--- src/rtl/microwave_pkg.sv ---
// -----------------------------------------------------------------------------
// microwave_pkg
// Shared definitions for the microwave oven sequencer:
//   - STATE_W / state_e      : 3-bit state codes shown on the debug output
//   - BEEP_SECONDS_DEFAULT   : default end-of-cook beep duration in seconds
// Optional feature macro used by the controller: MICROWAVE_PAUSE_EN.
// -----------------------------------------------------------------------------
package microwave_pkg;

  localparam int STATE_W              = 3;
  localparam int BEEP_SECONDS_DEFAULT = 3;

  // Codes 5..7 are never produced; the controller maps them back to IDLE.
  typedef enum logic [STATE_W-1:0] {
    ST_IDLE  = 3'd0,
    ST_SET   = 3'd1,
    ST_COOK  = 3'd2,
    ST_PAUSE = 3'd3,
    ST_DONE  = 3'd4
  } state_e;

endpackage : microwave_pkg

--- src/rtl/edge_detect.sv ---
// -----------------------------------------------------------------------------
// edge_detect
// Single-input edge detector built on a registered previous sample.
// Parameters:
//   RISE    : 1 = detect 0->1 (~prev & sig), 0 = detect 1->0 (prev & ~sig)
//   RST_VAL : value loaded into the previous-sample register during clear;
//             chosen so a level already held through reset gives no edge.
// Ports:
//   clk     in  system clock
//   clear   in  synchronous active-high reset
//   sig_i   in  level to watch
//   edge_o  out combinational edge flag, valid in the cycle sig_i changed
// -----------------------------------------------------------------------------
module edge_detect #(
  parameter bit RISE    = 1'b1,
  parameter bit RST_VAL = 1'b0
) (
  input  logic clk,
  input  logic clear,
  input  logic sig_i,
  output logic edge_o
);

  logic prev_q;

  // NOTE: sequential state uses non-blocking (<=) so every flop samples the
  // values from before the clock edge, independent of statement order.
  always_ff @(posedge clk) begin
    if (clear) prev_q <= RST_VAL;
    else       prev_q <= sig_i;
  end

  assign edge_o = RISE ? (~prev_q & sig_i) : (prev_q & ~sig_i);

endmodule : edge_detect

--- src/rtl/microwave_controller.sv ---
// -----------------------------------------------------------------------------
// microwave_controller
// Top-level oven sequencer. Converts button/door/keypad activity into timer
// strobes and drives the magnetron and the end-of-cook beeper.
// Optional feature: `define MICROWAVE_PAUSE_EN to make door-open / stop during
// COOK go to PAUSE (timer held) instead of clearing and returning to IDLE.
// Parameters:
//   BEEP_SECONDS  number of pgt_1Hz pulses the beeper stays on (>= 1)
// Ports:
//   clk, clear            clock, synchronous active-high reset
//   startn, stopn         active-low buttons (falling edge = press)
//   door_closed           1 = door closed
//   key_valid             keypad digit held (rising edge = new digit)
//   zero                  timer reads 00:00
//   pgt_1Hz               one-clk pulse per second
//   timer_loadn           one-cycle active-low load strobe
//   timer_enablen         active-low countdown enable (low in COOK)
//   timer_clearn          one-cycle active-low clear strobe (low in reset)
//   mag_on, beep          magnetron / beeper drive
//   state                 current state code
// -----------------------------------------------------------------------------
module microwave_controller
  import microwave_pkg::*;
#(
  parameter int BEEP_SECONDS = BEEP_SECONDS_DEFAULT
) (
  input  logic               clk,
  input  logic               clear,
  input  logic               startn,
  input  logic               stopn,
  input  logic               door_closed,
  input  logic               key_valid,
  input  logic               zero,
  input  logic               pgt_1Hz,
  output logic               timer_loadn,
  output logic               timer_enablen,
  output logic               timer_clearn,
  output logic               mag_on,
  output logic               beep,
  output logic [STATE_W-1:0] state
);

  localparam int              BEEP_W    = $clog2(BEEP_SECONDS + 1);
  localparam logic [BEEP_W-1:0] BEEP_LAST = BEEP_W'(BEEP_SECONDS - 1);

  // ---------------------------------------------------------------------------
  // Input edges. Previous-sample reset values are picked so that a button held
  // down (low) or a key held through clear does not fire after release.
  // ---------------------------------------------------------------------------
  logic start_edge, stop_edge, key_edge;

  edge_detect #(.RISE(1'b0), .RST_VAL(1'b0)) u_start_edge (
    .clk    (clk),
    .clear  (clear),
    .sig_i  (startn),
    .edge_o (start_edge)
  );

  edge_detect #(.RISE(1'b0), .RST_VAL(1'b0)) u_stop_edge (
    .clk    (clk),
    .clear  (clear),
    .sig_i  (stopn),
    .edge_o (stop_edge)
  );

  edge_detect #(.RISE(1'b1), .RST_VAL(1'b1)) u_key_edge (
    .clk    (clk),
    .clear  (clear),
    .sig_i  (key_valid),
    .edge_o (key_edge)
  );

  // ---------------------------------------------------------------------------
  // Next-state and strobe decode. Priority inside each state is
  // stop > start > key.
  // ---------------------------------------------------------------------------
  state_e            state_q, state_d;
  logic              load_d, clr_d;
  logic [BEEP_W-1:0] beep_cnt_q, beep_cnt_d;

  logic timer_loadn_q, timer_enablen_q, timer_clearn_q, mag_on_q, beep_q;

  // NOTE: every signal written here gets a default first, so no path leaves
  // one unassigned and no latch is inferred.
  always_comb begin
    state_d    = state_q;
    load_d     = 1'b0;
    clr_d      = 1'b0;
    beep_cnt_d = '0;       // held at zero outside DONE, so entry starts at 0

    case (state_q)
      ST_IDLE: begin
        if (stop_edge) begin
          clr_d = 1'b1;
        end else if (key_edge) begin
          load_d  = 1'b1;
          state_d = ST_SET;
        end
      end

      ST_SET: begin
        if (stop_edge) begin
          clr_d   = 1'b1;
          state_d = ST_IDLE;
        end else if (start_edge && door_closed && !zero) begin
          state_d = ST_COOK;
        end else if (key_edge) begin
          load_d = 1'b1;
        end
      end

      ST_COOK: begin
        if (!door_closed || stop_edge) begin
`ifdef MICROWAVE_PAUSE_EN
          state_d = ST_PAUSE;
`else
          clr_d   = 1'b1;
          state_d = ST_IDLE;
`endif
        end else if (zero) begin
          state_d = ST_DONE;
        end
      end

`ifdef MICROWAVE_PAUSE_EN
      ST_PAUSE: begin
        if (stop_edge) begin
          clr_d   = 1'b1;
          state_d = ST_IDLE;
        end else if (start_edge && door_closed) begin
          state_d = ST_COOK;
        end
      end
`endif

      ST_DONE: begin
        beep_cnt_d = beep_cnt_q;
        if (stop_edge) begin
          state_d = ST_IDLE;
        end else if (pgt_1Hz) begin
          // The pulse that completes BEEP_SECONDS ends the beep on this edge.
          if (beep_cnt_q == BEEP_LAST) state_d = ST_IDLE;
          else                         beep_cnt_d = beep_cnt_q + 1'b1;
        end
      end

      // Illegal codes (and PAUSE when the feature is compiled out) recover.
      default: state_d = ST_IDLE;
    endcase
  end

  // ---------------------------------------------------------------------------
  // State, strobe and Moore output registers. Outputs are decoded from the
  // next state so they change on the same edge as the state code.
  // ---------------------------------------------------------------------------
  // NOTE: all control registers take a synchronous reset value; none of them
  // is storage that could be left uninitialised without corrupting control.
  always_ff @(posedge clk) begin
    if (clear) begin
      state_q         <= ST_IDLE;
      beep_cnt_q      <= '0;
      timer_loadn_q   <= 1'b1;
      timer_clearn_q  <= 1'b0;   // clear the timer along with the controller
      timer_enablen_q <= 1'b1;
      mag_on_q        <= 1'b0;
      beep_q          <= 1'b0;
    end else begin
      state_q         <= state_d;
      beep_cnt_q      <= beep_cnt_d;
      timer_loadn_q   <= ~load_d;
      timer_clearn_q  <= ~clr_d;
      timer_enablen_q <= (state_d != ST_COOK);
      mag_on_q        <= (state_d == ST_COOK);
      beep_q          <= (state_d == ST_DONE);
    end
  end

  assign timer_loadn   = timer_loadn_q;
  assign timer_enablen = timer_enablen_q;
  assign timer_clearn  = timer_clearn_q;
  assign mag_on        = mag_on_q;
  assign beep          = beep_q;
  assign state         = state_q;

endmodule : microwave_controller

--- config.mk ---
export PLATFORM = sky130hd
export DESIGN_NAME = microwave_controller
export DESIGN_NICKNAME = d
export VERILOG_FILES = /design/src/rtl/microwave_pkg.sv /design/src/rtl/edge_detect.sv /design/src/rtl/microwave_controller.sv
export SDC_FILE = /design/constraint.sdc
export NUM_CORES = 1
export LEC_CHECK = 0
export CAP_MARGIN = 0
export CORE_AREA = 2 2 44 46
export CTS_BUF_LIST = sky130_fd_sc_hd__clkbuf_16
export CTS_CLUSTER_SIZE = 12
export DETAILED_ROUTE_END_ITERATION = 16
export DIE_AREA = 0 0 46 48
export SLEW_MARGIN = 20
export SYNTH_ARGS = -nofsm -noshare
export SYNTH_HDL_FRONTEND = slang
export SYNTH_SLANG_ARGS = --single-unit
--- constraint.sdc ---
create_clock -name clk -period 1.16 [get_ports clk]
set_input_delay 0.174 -clock clk [delete_from_list [all_inputs] [get_ports clk]]
set_output_delay 0.174 -clock clk [all_outputs]
set_load 0.01 [all_outputs]
## Word-level counts from Yosys, hierarchy flattened

Cells that the tools add are included.

- Bits in registers: 13
- Bits in latches: 0
- RAM bits: 0
- Memory bits (read-only): 0
- Output and inout bits: 8
- Logic and storage cells: 56
- Memories: 0

- Add/subtract/negate cells: 1
- $mul: 0
- Divide/modulo/power cells: 0
- Magnitude comparators: 0
- Eq/ne operators: 7
- Shift-type cells: 0
- Muxes and demuxes: 18
- Bitwise operators: 11
- Reduce and logical (&&, ||, !) cells: 9

Operators by type and width:

| operator | count |
|---|---|
| two-way mux 3 bit | 9 |
| case mux 3 bit (4 select lines) | 1 |
| inverter 1 bit | 8 |
| == test 3 x 2 -> 1 bit (second input constant) | 2 |
| == test 3 bit (second input constant) | 2 |
| two-way mux 1 bit | 6 |
| case mux 1 bit (2 select lines) | 2 |
| OR reduction 2 bit | 2 |
| bitwise AND 1 bit | 3 |
| == test 3 x 1 -> 1 bit (second input constant) | 1 |
| logical NOT 3 bit | 1 |
| != test 3 x 2 -> 1 bit (second input constant) | 1 |
| AND reduction 3 bit | 1 |
| adder 2 x 1 -> 2 bit (second input constant) | 1 |
| == test 2 bit (second input constant) | 1 |
| logical AND 1 bit | 2 |
| logical NOT 1 bit | 2 |
| logical OR 1 bit | 1 |

## Logic depth before layout (Yosys ltp)

- Word-level depth: 8
- Gate-level depth with buffers: 5
- Depth with buffers taken out: 5

## Modules after synthesis

From an unflattened synthesis, not the netlist that was laid out.

- Cells, all modules: 57
- Area total of the unflattened synthesis: 539.3 um2

Modules (own cells, without submodules):

| module | times used | cells each | area an instance (um2) | sequential area each (um2) |
|---|---|---|---|---|
| microwave_controller | 1 | 48 | 436.7 | 200.2 |
| edge_detect at u_start_edge ... | 2 | 3 | 35.0 | 20.0 |
| edge_detect at u_key_edge | 1 | 3 | 32.5 | 20.0 |

## Worst setup path before layout

Ideal clock, no wire load.

- Kind: reg2reg
- Start: reg state_q[1], in the netlist state[1]
- End: reg beep_q, in the netlist beep
- Library setup time: 0.059 ns
- Arrival time: 1.195 ns
- Data required time: 1.101 ns
- Slack: -0.093 ns
- Cell stages (with the launch flop): 4
- Path buffers: 0
- Period minus slack after synthesis: 1.253 ns
- Cell sequence: dfxtp_1 -> or4b_4 -> a211oi_2 -> a41o_2

- Cells in the longest elaborated chain, start to end: 5
- Elaborated cells on any way between the ends: 15
- Those cells by class: eq/ne: 4; mux: 10; reduce/logical: 1

RTL lines:

| what | RTL line | source |
|---|---|---|
| start: declaration | microwave_controller.sv:77 | `state_e state_q, state_d;` |
| start signal: assignment | microwave_controller.sv:168 | `state_q <= state_d;` |
| two-way mux 3 bit | microwave_controller.sv:142 | `if (beep_cnt_q == BEEP_LAST) state_d = ST_IDLE;` |
| two-way mux 3 bit | microwave_controller.sv:140 | `end else if (pgt_1Hz) begin` |
| two-way mux 3 bit | microwave_controller.sv:138 | `if (stop_edge) begin` |
| case mux 3 bit (4 select lines) (*) | microwave_controller.sv:91 | `case (state_q)` |
| == test 3 bit (*) | microwave_controller.sv:174 | `beep_q <= (state_d == ST_DONE);` |
| end signal: assignment | microwave_controller.sv:174 |  |
| end: declaration | microwave_controller.sv:81 | `logic timer_loadn_q, timer_enablen_q, timer_clearn_q, mag_on_q, beep_q;` |

Mark *: on every way between the ends. The rest lies on a longest branch, timed or not.
A chain may end at the register's enable or synchronous reset.

## Final worst setup path

- Start: reg state_q[0], in the netlist state[0]
- End: reg beep_q, in the netlist beep

The elaborated chain is that of the path after synthesis.

==> results.yml <==
status:
  outcome: "complete, but fails checks"
  violations: "setup timing"
worst_setup_path:
  worstPathRequired_ns: 1.34
  critPathCaptureType: "flip-flop"
  startpoint_type: "flip-flop"
  crit_arrival_ns: 1.44
  critPathMaxFanout: 3
  crit_type: "flip-flop to flip-flop"
global_routing:
  gr-usage-all-layers_pct: 13.40
  antenna_found_initial: 0
  grt_pass1_vias: 473
  grt_max_degree: 8
  gr-total-overflow: 0
  grt_pass1_wl_um: 2021
sta:
  maxSlewViolCount: 0
  max_freq_ghz: 0.7944
  relSlewSlack_pct: 82.64
  final.setup_skew_ns: 0.003670
  worst_pin_slew_ns: 0.2576
  worst_slack_ns: -0.09884
  fin_crit_ns: 1.259
  hold_viol_final: 0
  rsz0062_at_grt: "true"
  fin_crit_sh_pct: 108.5
  setup_viol: 4
routing:
  avgRoutedWirePerCell_um: 13.04
  postRouteAntennaNets: 0
  vias: 484
  finalWirelength_um: 1278
  first_iter_violations: 6
  first_pass_iters: 4
  drc: 0
  via_per_inst: 4.939
logic_synthesis:
  synthCells: 46
  syn_area_um2: 495.5
  ys_types: 21
  synth-seq-cells: 13
  syn-num-nets: 55
  avgSynthCellArea_um2: 10.77
  ys_seq_area_share_pct: 52.53
  yosys_warnings: 0
floorplanning:
  die-area_mm2: 0.002208
  dieHeight_um: 48
  die_w_um: 46
  io_pins: 16
  initial_core_util_pct: 29.33
  fp-row-count: 15
  core_area_mm2: 0.001689
placement:
  port_buffers: 15
  routabilityCongestion: 0.7518
  pre_cts_ws_ns: -0.3361
  dpl.cell_count: 92
  dp_hpwl_um: 839.9
clocking:
  clock_latency_ns: 0.24
  clock-sinks: 13
  htreeDepth: 1
  numCtsBuffers: 3
  cts-root-buf: "clkbuf_16"
  cts_tree: "built"
  holdBufCountCts: 0
  path_clk_slew_ns: 0.04
  cts.path.max_buffers: 2
layout:
  layout_commonest_cell: "buf_4"
  fin_cells: 98
  mostFrequentLayoutCells: "buf_4, dfxtp_1, dlygate4sd2_1"
  drive_gt1_share_pct: 49.38
  diodes: 0
  nets: 91
  area_delta_synth_final_pct: 87.12
worst_hold_path:
  min_path_type: "primary input to flip-flop"
power:
  power_density_mw_per_mm2: 1277
  leakagePower_nw: 0.4120
  ir_drop_v: 0.0008918
run:
  drv_cap: 0
-- synth_stat cells (all sizes together) --
| cell type | count | area [um2] |
|---|---|---|
| nor3 | 1 | 5.000 |
| or3 | 2 | 12.51 |
| nor2b | 5 | 31.28 |
| o2111a | 1 | 11.26 |
| and3 | 2 | 12.51 |
| inv | 2 | 7.510 |
| dfxtp | 13 | 260.3 |
| nand4 | 1 | 6.260 |
| nand3 | 1 | 5.000 |
| ha | 1 | 12.51 |
| or2 | 1 | 6.260 |
| and2b | 1 | 8.760 |
| or4b | 1 | 13.76 |
| a21oi | 4 | 20.02 |
| o21bai | 2 | 15.01 |
| nand2b | 1 | 6.260 |
| or3b | 1 | 8.760 |
| o21ai | 2 | 10.01 |
| a211oi | 1 | 12.51 |
| nand3b | 1 | 7.510 |
| a41o | 2 | 22.52 |
-- sequential cells by signal (all words and copies together), names as in the netlist --
name / cells
state: 3
beep: 1
mag_on: 1
u_stop_edge.prev_q: 1
beep_cnt_q: 2
u_start_edge.prev_q: 1
timer_loadn: 1
u_key_edge.prev_q: 1
timer_enablen: 1
timer_clearn: 1
-- logic make-up after synthesis --
family                     Yosys count  share of synthesized area (%)
and+or+nand+nor                     18                          25.00
AOI/OAI and AO/OA                   12                          18.43
DFF                                 13                          52.53
adders and majority gates            1                          2.525
buffers and inverters                2                          1.516
-- stage by stage --
| step | instance area [um2] | hold slack [ns] | utilization [%] | setup TNS [ns] | power, mW |
|---|---|---|---|---|---|
| floorplan | 513.0 | 0.2431 | - | -0.1300 | 0.4952 |
| global placement | 789.5 | 0.4533 | 46.74 | -2.099 | 0.5628 |
| detailed placement | 789.5 | 0.4557 | 46.74 | -2.209 | 0.5638 |
| CTS | 917.1 | 0.2854 | 54.30 | -0.2415 | 1.200 |
| global route | 927.1 | 0.3033 | 54.89 | -0.4408 | 1.233 |
| finish | 927.1 | 0.2749 | 54.89 | -0.2261 | 1.184 |
-- metal layers --
metal | share of wire [%] | track usage (%) | vias up
li1 | - | - | 243
met1 | 45 | 15.09 | 221
met2 | 48 | 22.50 | 20
met3 | 6.6 | 6.792 | 0
met4 | 0 | 3.429 | 0
met5 | 0 | 0 | -
-- worst max-delay path, stage by stage (launching register included) --
cell and delay [ns]:
dfxtp_4 0.34, or4b_4 0.53, a211oi_2 0.19, a41o_2 0.13
-- final cells by class --
cell class	count	area (um2)
clock buffer	3	75.07
clock inverter	1	3.754
fill	157	762.0
inverter	2	7.507
multi-input combinational	31	286.5
sequential	13	267.8
tap	17	21.27
timing repair buffer	31	265.3
-- path summary, 6_finish.rpt --
path	start	to	slack [ns]	depth (start not counted)
hold reg to reg	u_key_edge.prev_q	timer_loadn	0.46	2
setup / recovery	state[0]	beep	-0.1	3
setup reg to reg	state[0]	beep	-0.1	3
hold / removal	clear	u_start_edge.prev_q	0.27	3
-- timing repair --
action | in CTS | in global routing
setup endpoints to repair | 14 | 9
setup buffers | 2 | 1
resized for setup | 23 | 4
pin swaps | 6 | 2
-- where the power goes --
part	total, mW	leakage, nW	switching, mW	internal [mW]
registers	0.462	0.108	0.00427	0.458
logic	0.0932	0.261	0.0370	0.0562
clock network	0.628	0.0423	0.175	0.453
total	1.18	0.412	0.216	0.967
No activity file was read; power rests on OpenSTA's default activity.
